==> config.mk <==
export PLATFORM = sky130hd
export DESIGN_NAME = uart_rx_deserializer_flat
export DESIGN_NICKNAME = d
export VERILOG_FILES = /design/src/rtl/uart_rx_deserializer_if.sv /design/src/rtl/uart_rx_deserializer.sv /design/src/flat_wrapper.sv
export SDC_FILE = /design/constraint.sdc
export NUM_CORES = 1
export LEC_CHECK = 0
export CAP_MARGIN = 20
export CORE_MARGIN = 2
export CORE_UTILIZATION = 55
export CTS_CLUSTER_DIAMETER = 40
export DETAILED_ROUTE_END_ITERATION = 8
export PLACE_DENSITY = 0.76
export SYNTH_ARGS = -nofsm -noshare
export SYNTH_HDL_FRONTEND = slang
export SYNTH_SLANG_ARGS = --single-unit
export TNS_END_PERCENT = 10
==> constraint.sdc <==
create_clock -name clk -period 6 [get_ports clk]
set_input_delay 0.6 -clock clk [delete_from_list [all_inputs] [get_ports clk]]
set_output_delay 0.6 -clock clk [all_outputs]
set_load 0.05 [all_outputs]
==> src/rtl/uart_rx_deserializer_if.sv <==
// Output bundle of the UART receiver.
// Byte, done/error pulses and busy status toward the flag/consumer logic.
interface uart_rx_deserializer_if;
    logic [7:0] rx_data;
    logic       rx_done;
    logic       frame_err;
    logic       busy;

    modport master (
        output rx_data,
        output rx_done,
        output frame_err,
        output busy
    );

    modport slave (
        input rx_data,
        input rx_done,
        input frame_err,
        input busy
    );
endinterface

==> src/rtl/uart_rx_deserializer.sv <==
// UART 8N1 receiver: synchronises rx_in, recovers frames,
// pulses rx_done per good byte and frame_err on a low stop bit.
module uart_rx_deserializer #(
    parameter int BIT_CLKS = 2604
) (
    input  logic                   clk,
    input  logic                   reset,
    input  logic                   rx_in,
    uart_rx_deserializer_if.master rx
);
    localparam int HALF_CLKS = BIT_CLKS / 2;
    localparam logic [15:0] HALF_M1 = 16'(HALF_CLKS - 1);
    localparam logic [15:0] BIT_M1  = 16'(BIT_CLKS - 1);

    typedef enum logic [2:0] {
        IDLE,
        START,
        DATA,
        STOP,
        BRK
    } state_t;

    state_t      state, state_n;
    logic        sync1, sync2;
    logic        rx_s;
    logic [15:0] cnt, cnt_n;
    logic [2:0]  bit_idx, idx_n;
    logic [7:0]  shreg, shreg_n;
    logic [7:0]  data_q, data_n;
    logic        done_q, done_n;
    logic        ferr_q, ferr_n;

    assign rx_s = sync2;

    // Two-flop synchroniser; idles high so reset never looks like a start bit.
    always_ff @(posedge clk or negedge reset) begin
        if (!reset) begin
            sync1 <= 1'b1;
            sync2 <= 1'b1;
        end else begin
            sync1 <= rx_in;
            sync2 <= sync1;
        end
    end

    // State, counters, shift register and registered output pulses.
    always_ff @(posedge clk or negedge reset) begin
        if (!reset) begin
            state   <= IDLE;
            cnt     <= 16'd0;
            bit_idx <= 3'd0;
            shreg   <= 8'h00;
            data_q  <= 8'h00;
            done_q  <= 1'b0;
            ferr_q  <= 1'b0;
        end else begin
            state   <= state_n;
            cnt     <= cnt_n;
            bit_idx <= idx_n;
            shreg   <= shreg_n;
            data_q  <= data_n;
            done_q  <= done_n;
            ferr_q  <= ferr_n;
        end
    end

    // Next-state and datapath decisions; every sample point clears cnt.
    always_comb begin
        state_n = state;
        cnt_n   = cnt;
        idx_n   = bit_idx;
        shreg_n = shreg;
        data_n  = data_q;
        done_n  = 1'b0;
        ferr_n  = 1'b0;
        unique case (state)
            IDLE: begin
                cnt_n = 16'd0;
                if (!rx_s) begin
                    state_n = START;
                end
            end
            START: begin
                cnt_n = cnt + 16'd1;
                if (cnt == HALF_M1) begin
                    cnt_n = 16'd0;
                    idx_n = 3'd0;
                    state_n = rx_s ? IDLE : DATA;
                end
            end
            DATA: begin
                cnt_n = cnt + 16'd1;
                if (cnt == BIT_M1) begin
                    cnt_n   = 16'd0;
                    shreg_n = {rx_s, shreg[7:1]};
                    idx_n   = bit_idx + 3'd1;
                    if (bit_idx == 3'd7) begin
                        state_n = STOP;
                    end
                end
            end
            STOP: begin
                cnt_n = cnt + 16'd1;
                if (cnt == BIT_M1) begin
                    cnt_n = 16'd0;
                    if (rx_s) begin
                        data_n  = shreg;
                        done_n  = 1'b1;
                        state_n = IDLE;
                    end else begin
                        ferr_n  = 1'b1;
                        state_n = BRK;
                    end
                end
            end
            BRK: begin
                cnt_n = 16'd0;
                if (rx_s) begin
                    state_n = IDLE;
                end
            end
            default: begin
                state_n = IDLE;
                cnt_n   = 16'd0;
            end
        endcase
    end

    assign rx.rx_data   = data_q;
    assign rx.rx_done   = done_q;
    assign rx.frame_err = ferr_q;
    assign rx.busy      = (state != IDLE);
endmodule

==> src/flat_wrapper.sv <==
// flat-port wrapper written by rule: the top's interface ports become plain ports
module uart_rx_deserializer_flat 
#(
    parameter int BIT_CLKS = 2604
)
  (clk, reset, rx_in, rx_rx_data, rx_rx_done, rx_frame_err, rx_busy);
  uart_rx_deserializer_if rx_i ();
  input  logic clk;
  input  logic reset;
  input  logic rx_in;
  output wire logic [$bits(rx_i.rx_data)-1:0] rx_rx_data;
  output wire logic [$bits(rx_i.rx_done)-1:0] rx_rx_done;
  output wire logic [$bits(rx_i.frame_err)-1:0] rx_frame_err;
  output wire logic [$bits(rx_i.busy)-1:0] rx_busy;
  assign rx_rx_data = rx_i.rx_data;
  assign rx_rx_done = rx_i.rx_done;
  assign rx_frame_err = rx_i.frame_err;
  assign rx_busy = rx_i.busy;
  uart_rx_deserializer #(.BIT_CLKS(BIT_CLKS)) u_core (.clk(clk), .reset(reset), .rx_in(rx_in), .rx(rx_i));
endmodule
======== Word level (Yosys, flattened, before mapping) ========
Index checks and enable logic that the tools add are counted.
Widths: inputs -> output; s select.
word-level totals
  logic and storage cells ................. 53
  output and inout bits ................... 11
  register bits ........................... 42
operators by class
  equality and inequality tests ........... 13
  add/sub/neg operators ................... 2
  multiplexer cells ....................... 21
  reduce and logical (&&, ||, !) cells .... 8
operator list
  kind                   count
  $mux 16                2
  $pmux 16 s2            1
  $mux 3                 9
  $add 16x1->16 const B  1
  $eq 16x11->1 const B   1
  $eq 16x12->1 const B   1
  $pmux 3 s5             1
  $ne 2x1->1 const B     5
  $eq 3x2->1 const B     2
  $eq 3x3->1 const B     2
  $mux 1                 6
  $pmux 3 s2             1
  $reduce_and 3->1       2
  $reduce_and 6->1       1
  $add 3x1->3 const B    1
  $eq 3x1->1 const B     1
  $logic_not 3->1        1
  $reduce_bool 3->1      1
  $mux 2                 1
  $ne 2x2->1 const B     1
  $reduce_and 2->1       1
  $reduce_bool 2->1      1
  $reduce_or 2->1        1

======== Depth between registers and ports, before layout ========
Gate-level depths: netlist of run 1.
  depth in word-level cells ............... 4
  depth in mapped cells ................... 9

======== Worst setup path before layout of run 1 ========
No wires, ideal clock.
  kind .................................... register -> register
  from .................................... register u_core.cnt[7]
  to ...................................... register u_core.shreg[1]
  setup time .............................. 0.125 ns
  stages on the path, launching flop included .. 6
  setup slack ............................. 3.700 ns
  period minus slack after synthesis ...... 2.300 ns
  data arrival time ....................... 2.176 ns
  path buffers ............................ 1
  cells stage by stage .................... dfrtp_1 > or4_4 > or4_4 > nor4_4 > buf_6 > mux2_2
between the ends
  cells in the longest elaborated chain, start to end .. 2
RTL lines
  item                        RTL line                    text
  start, declared             uart_rx_deserializer.sv:26  logic [15:0] cnt, cnt_n;
  start signal, assigned      uart_rx_deserializer.sv:58  cnt <= cnt_n;
  $eq 16x12->1                uart_rx_deserializer.sv:93  if (cnt == BIT_M1) begin
  $reduce_and 2->1 (no line)  -
  end signal, assigned        uart_rx_deserializer.sv:60  shreg <= shreg_n;
  end, declared               uart_rx_deserializer.sv:28  logic [7:0] shreg, shreg_n;
No other way between the ends.
A chain may end at the register's enable or synchronous reset.

======== Worst setup path in the final report of run 1 ========
  from .................................... register u_core.cnt[8]
  to ...................................... register u_core.bit_idx[0]
between the ends
  cells in the longest elaborated chain, start to end .. 3
  elaborated cells on any way between the ends .. 5
  those cells by class .................... eq/ne (4); reduce/logical (1)
RTL lines
  item                                          RTL line                                                text
  $eq 16x12->1 or $eq 16x11->1 (tied branches)  uart_rx_deserializer.sv:93, uart_rx_deserializer.sv:85
  $ne 2x1->1 (no line)                          -
  $reduce_and 3->1 (no line) *                  -
  end signal, assigned                          uart_rx_deserializer.sv:59                              bit_idx <= idx_n;
  end, declared                                 uart_rx_deserializer.sv:27                              logic [2:0] bit_idx, idx_n;
Mark *: on every way between the ends. The rest lies on a longest branch, timed or not.

==> impl_metrics.csv, run 1 <==
group,metric,value,unit
timing,setup_slack,3.36,ns
clocking,cts_hold_buffers,0,
power_and_ir_drop,switching_share,0.230,
power_and_ir_drop,power.share.clock,0.323,
clocking,cts.clk_slew.worst_paths,0.13,ns
timing,fin_hold_ws,0.347,ns
routing,drc_errors,0,
yosys,syn-cell-area,0.00194,mm2
yosys,synthCells,162,
power_and_ir_drop,ir_drop,130,uV
cells_and_area,multi_input_area,835,um2
timing,finalSetupTns,0,ns
grt,grt-ovfl-total,0,
clocking,cts_buffers,5,
run,maxCapViolations,0,
routing,dr.pass1.iters,4,
clocking,cts_buffer_depth,2,
floorplan,initial_core_util,0.576,
yosys,synth_warnings,0,
yosys,syn_avg_cell_area,12.0,um2
clocking,insertion_delay,0.35,ns
routing,via_per_inst,5.42,
clocking,cts_htree_levels,2,
routing,dr.first_iter.drc_count,70,
yosys,ys_ff_latch,42,
timing,min_period_over_period,0.440,
grt,grt_pass1_wl,5890,um
grt,grt_pass1_vias,1252,
cells_and_area,final_cell_mix,"dfrtp_1 (40), nor2_1 (23), mux2_2 (17)",
yosys,syn_nets,169,
yosys,yosysTopAreaCellShare,0.517,
timing,period_needed,2.64,ns
worst_setup_path,required,6.26,ns
floorplan,die_y,63.3,um
clocking,postCtsSetupBuffers,0,
place,gp_congestion,0.824,
floorplan,die_area,0.00401,mm2
place,dp_slack,3.35,ns
timing,relSlewSlack,0.412,
cells_and_area,regArea,0.00105,mm2
worst_setup_path,path_max_fanout,12,
timing,hold_viol,0,
cells_and_area,fillCellCount,284,
place,hpwl,2210,um
floorplan,core_area,0.00336,mm2
worst_setup_path,cpPeakStageDelay,0.62,ns
power_and_ir_drop,pwr-share-seq,0.662,
grt,antenna_found_initial,0,
cells_and_area,final_common_cell,"dfrtp_1",
worst_setup_path,crit_arrival,2.90,ns
clocking,cts_resized,0,
cells_and_area,utilization,0.634,
cells_and_area,nNetsFinal,183,
routing,postRouteAntennaNets,0,
timing,fmax,379,MHz
yosys,synth_cell_types,40,
floorplan,rows,21,
worst_setup_path,endpoint_kind,"flip-flop",
routing,wl_per_cell,14.4,um
yosys,yosysSeqAreaShare,0.544,
status,status,"finished, final reports clean",
worst_setup_path,path_cells,"or4b_1 > or3b_1 > nor4_4 > a31oi_1 > mux2_2",
power_and_ir_drop,p_switching,0.0000992,W
worst_setup_path,start_kind,"flip-flop",
timing,rsz0062_at_grt,"no",
floorplan,fp.dieW,63.3,um
timing,maxSlewViolCount,0,
yosys,yosys.area.top_type,"dfrtp_1",
clocking,root_buffer,"clkbuf_4",
power_and_ir_drop,p_int,0.000332,W
routing,vias,1209,
power_and_ir_drop,power_frac_comb,0.016,
power_and_ir_drop,power.density,202,mW/mm2
grt,grt_max_degree,43,
power_and_ir_drop,p_total,0.000431,W
cells_and_area,diodes,0,
cells_and_area,drive_above_1_share,0.215,
yosys,netlist_top_cells_area,"dfrtp_1 (52%), mux2_2 (9.9%), nor2_1 (4.5%)",
timing,worst_slew_pin_slew,0.881,ns
cells_and_area,syn2layout_area_growth,10.1,%
timing,fin_worst_skew,0.0144,ns
worst_setup_path,cp_slowest_cell,"nor4_4",
power_and_ir_drop,p_leak,1.03,nW
grt,track_usage,0.190,
hold_path,hold_path_class,"primary input to asynchronous set/reset pin",
place,io_buffer_count,13,
routing,finalWirelength,3200,um
clocking,clock-sinks,42,
floorplan,io_pins,14,
worst_setup_path,critical_path_class,"flip-flop to flip-flop",
clocking,cts_tree,"built",
timing,setup_viol,0,
-- path summary, 6_finish.rpt --
| check | cells past startpoint | endpoint | slack [ns] | from |
|---|---|---|---|---|
| max in group asynchronous | 1 | u_core.cnt[10]$_DFF_PN0_ | 5.09 | reset |
| setup reg to reg | 5 | u_core.bit_idx[0]$_DFFE_PN0P_ | 3.36 | u_core.cnt[8]$_DFF_PN0_ |
| min in group clk | 0 | u_core.rx_s$_DFF_PN1_ | 0.36 | u_core.sync1$_DFF_PN1_ |
| setup / recovery | 5 | u_core.bit_idx[0]$_DFFE_PN0P_ | 3.36 | u_core.cnt[8]$_DFF_PN0_ |
| hold / removal | 1 | u_core.state[0]$_DFFE_PN0P_ | 0.35 | reset |
| hold reg to reg | 0 | u_core.rx_s$_DFF_PN1_ | 0.36 | u_core.sync1$_DFF_PN1_ |
-- power by group through the flow --
stage	Clock, W	Sequential, W	Combinational (W)
after floorplan	0	0.000290	0.000000855
after global placement	0	0.000290	0.00000707
after detailed placement	0	0.000290	0.00000744
after CTS	0.000142	0.000285	0.00000748
after global routing	0.000153	0.000285	0.00000832
final	0.000139	0.000285	0.00000685
-- layout make-up --
cell class	count	area share
Clock inverter	2	0.00645
Multi-Input combinational cell	112	0.391
Clock buffer	6	0.0194
Timing Repair Buffer	13	0.0587
Sequential cell	42	0.494
Tap cell	46	0.0270
Inverter	2	0.00352
-- critical path, delay by kind of cell (launching register included) --
family	cells	cell delay [ns]
AO/OA/AOI/OAI	1	0.16
multiplexers	1	0.30
flip-flops	1	0.47
AND/OR/NAND/NOR	3	1.62
-- synthesized netlist by cell type (all sizes together) --
master  count
a211oi      1
a21oi       5
a22o        2
a31oi       1
and2        1
and2b       1
and3        4
and3b       1
and4        1
buf         3
clkbuf      3
dfrtp      40
dfstp       2
ha          4
inv         2
mux2       17
nand2       6
nand2b      1
nand3       6
nand3b      1
nand4       5
nor2       23
nor2b       2
nor3        1
nor4        3
o21ai       1
o311ai      1
or2         1
or3         1
or3b        2
or4         2
or4b        2
or4bb       2
xnor2       5
xor2        9
-- stage by stage --
stage | instances | cell area (um2)
after floorplan | 162 | 1940
after global placement | 215 | 2080
after detailed placement | 215 | 2080
after CTS | 223 | 2130
after global routing | 223 | 2130
final | 223 | 2130
-- layer usage --
| metal | GRT usage | part of all wire | wire, um | up-vias |
|---|---|---|---|---|
| met3 | 0.0500 | 0.032 | 104 | 4 |
| met5 | 0 | 0 | 0 | - |
| met1 | 0.262 | 0.48 | 1530 | 595 |
| met4 | 0.0652 | 0.0084 | 27 | 0 |
| met2 | 0.292 | 0.48 | 1540 | 18 |
| li1 | - | - | - | 592 |
-- cells by family (layout without fill, tap and decap cells) --
family / after synthesis / in the layout / share of synthesized area
and+or+nand+nor: 66 / 66 / 0.203
DFF: 42 / 42 / 0.544
muxes: 17 / 17 / 0.0988
xor gates and xnor gates: 14 / 14 / 0.0633
AOI/OAI and AO/OA: 11 / 11 / 0.0394
buffers and inverters: 8 / 23 / 0.0252
adders and majority gates: 4 / 4 / 0.0258
-- registers in the layout (all words and copies together) (netlist names) --
| register | cells |
|---|---|
| u_core.bit_idx | 3 |
| u_core.rx.rx_data | 8 |
| u_core.rx_s | 1 |
| u_core.state | 3 |
| u_core.rx.rx_done | 1 |
| u_core.rx.frame_err | 1 |
| u_core.sync1 | 1 |
| u_core.cnt | 16 |
| u_core.shreg | 8 |
Power figures use the tool's default switching activity.
==> run 2: changes to the inputs <==
==> constraint.sdc (replaced) <==
create_clock -name clk -period 2.73 [get_ports clk]
set_input_delay 0.273 -clock clk [delete_from_list [all_inputs] [get_ports clk]]
set_output_delay 0.273 -clock clk [all_outputs]
set_load 0.05 [all_outputs]
==> run 2 against run 1 <==
  * Non-clock buffer count rose by 2
  * Setup slack got worse by 3.1 ns
  * Global-route usage rose by 0.78 points
  * Maximum frequency rose by 8.2%
  * Sequential power rose by 120%
  * Hold slack got worse by 0.32 ns
  * Register-to-register slack got worse by 3.1 ns
  * Sequential share of layout area fell by 0.88 points
  * Critical path type unchanged
  * Highest routed layer unchanged
  * First-iteration DRC count did not move
  * Clock-buffer cell count did not move
  * Critical path depth rose by 1
==> impl_metrics.csv, run 2 (synthesized netlist as in run 1, its figures left out) <==
group,metric,value,unit
clocking,cts_tree,"built",
cells_and_area,regArea,0.00105,mm2
clocking,cts_htree_levels,2,
cells_and_area,final_cell_mix,"dfrtp_1 (40), nor2_1 (23), mux2_2 (17)",
floorplan,io_pins,14,
routing,drc_errors,0,
floorplan,core_area,0.00336,mm2
power_and_ir_drop,p_leak,1.05,nW
clocking,insertion_delay,0.36,ns
floorplan,die_area,0.00401,mm2
routing,postRouteAntennaNets,0,
clocking,clock-sinks,42,
timing,relSlewSlack,0.406,
grt,grt_pass1_wl,6080,um
timing,maxSlewViolCount,0,
floorplan,rows,21,
cells_and_area,top_register,"u_core.cnt",
status,status,"finished, final reports clean",
worst_setup_path,start_kind,"flip-flop",
routing,wl_per_cell,15.1,um
timing,min_period_over_period,0.895,
grt,grt_pass1_vias,1284,
grt,antenna_found_initial,0,
cells_and_area,drive_above_1_share,0.223,
timing,fin_hold_ws,0.0252,ns
clocking,cts_resized,0,
floorplan,fp.dieW,63.3,um
timing,rsz0062_at_grt,"no",
power_and_ir_drop,p_total,0.00104,W
clocking,root_buffer,"clkbuf_4",
routing,vias,1261,
timing,hold_viol,0,
floorplan,die_y,63.3,um
place,hpwl,2370,um
place,gp_congestion,0.825,
floorplan,initial_core_util,0.576,
worst_setup_path,path_max_fanout,12,
worst_setup_path,critical_path_class,"flip-flop to flip-flop",
run,maxCapViolations,0,
routing,dr.pass1.iters,4,
routing,via_per_inst,5.60,
cells_and_area,multi_input_area,835,um2
timing,finalSetupTns,0,ns
cells_and_area,fillCellCount,282,
timing,period_needed,2.44,ns
timing,setup_viol,0,
clocking,cts_buffer_depth,2,
place,dp_slack,0.307,ns
power_and_ir_drop,ir_drop,376,uV
grt,track_usage,0.198,
grt,grt_max_degree,43,
cells_and_area,final_common_cell,"dfrtp_1",
cells_and_area,nNetsFinal,185,
worst_setup_path,required,2.99,ns
timing,worst_slew_pin_slew,0.890,ns
grt,grt-ovfl-total,0,
cells_and_area,largest_reg_flops,16,
worst_setup_path,endpoint_kind,"flip-flop",
cells_and_area,diodes,0,
clocking,postCtsSetupBuffers,0,
worst_setup_path,crit_arrival,2.71,ns
timing,fmax,409,MHz
routing,dr.first_iter.drc_count,70,
clocking,cts_hold_buffers,0,
place,io_buffer_count,13,
routing,finalWirelength,3390,um
cells_and_area,syn2layout_area_growth,12.1,%
clocking,cts.clk_slew.worst_paths,0.13,ns
timing,fin_worst_skew,0.00719,ns
hold_path,hold_path_class,"primary input to asynchronous set/reset pin",
clocking,cts_buffers,5,
place,placed_cells,217,
timing,setup_slack,0.288,ns
cells_and_area,final_cells,225,
power_and_ir_drop,power.density,479,mW/mm2
[run 2: critical path, cell delays in order (launching register included)]
cell and delay [ns]:
dfrtp_1 0.48, or4b_1 0.56, or3b_1 0.47, nor4_4 0.22, buf_4 0.23, a31oi_1 0.09
mux2_2 0.30
[run 2: stage by stage]
step                utilization  area [um2]
floorplan                     -        1940
global placement          0.622        2090
detailed placement        0.622        2090
CTS                       0.646        2170
global route              0.646        2170
finish                    0.646        2170
[run 2: worst paths after layout]
path	start	to	slack (ns)	cells after the start
worst min register to register	u_core.sync1$_DFF_PN1_	u_core.rx_s$_DFF_PN1_	0.36	0
min in group clk	rx_in	u_core.sync1$_DFF_PN1_	0.31	1
worst max-delay path	u_core.cnt[8]$_DFF_PN0_	u_core.bit_idx[0]$_DFFE_PN0P_	0.29	6
worst max register to register	u_core.cnt[8]$_DFF_PN0_	u_core.bit_idx[0]$_DFFE_PN0P_	0.29	6
worst min-delay path	reset	u_core.cnt[11]$_DFF_PN0_	0.03	1
max in group asynchronous	reset	u_core.cnt[1]$_DFF_PN0_	2.15	1
[run 2: layer usage]
metal	vias up	wire [um]	global-route usage
met5	-	0	0
li1	603	-	-
met2	19	1700	0.311
met1	633	1510	0.266
met3	6	126	0.0554
met4	0	50	0.0652
[run 2: power by group]
group | switching (W) | internal, W | leakage [nW]
registers | 0.00000143 | 0.000625 | 0.565
clock network | 0.000205 | 0.000193 | 0.0385
logic | 0.0000126 | 0.00000265 | 0.444
[run 2: layout make-up]
type,instances,share of cell area
Inverter,2,0.00346
Timing Repair Buffer,15,0.0645
Clock inverter,2,0.0173
Multi-Input combinational cell,112,0.384
Sequential cell,42,0.485
Tap cell,46,0.0265
Clock buffer,6,0.0190
==> run 3: changes to the inputs <==
--- a/config.mk
+++ b/config.mk
@@ -14,4 +14,4 @@
 export SYNTH_ARGS = -nofsm -noshare
 export SYNTH_HDL_FRONTEND = slang
 export SYNTH_SLANG_ARGS = --single-unit
-export TNS_END_PERCENT = 10
+export TNS_END_PERCENT = 20
==> results of run 3 <==
Final layout, timing and power as in run 2 (identical DEF).
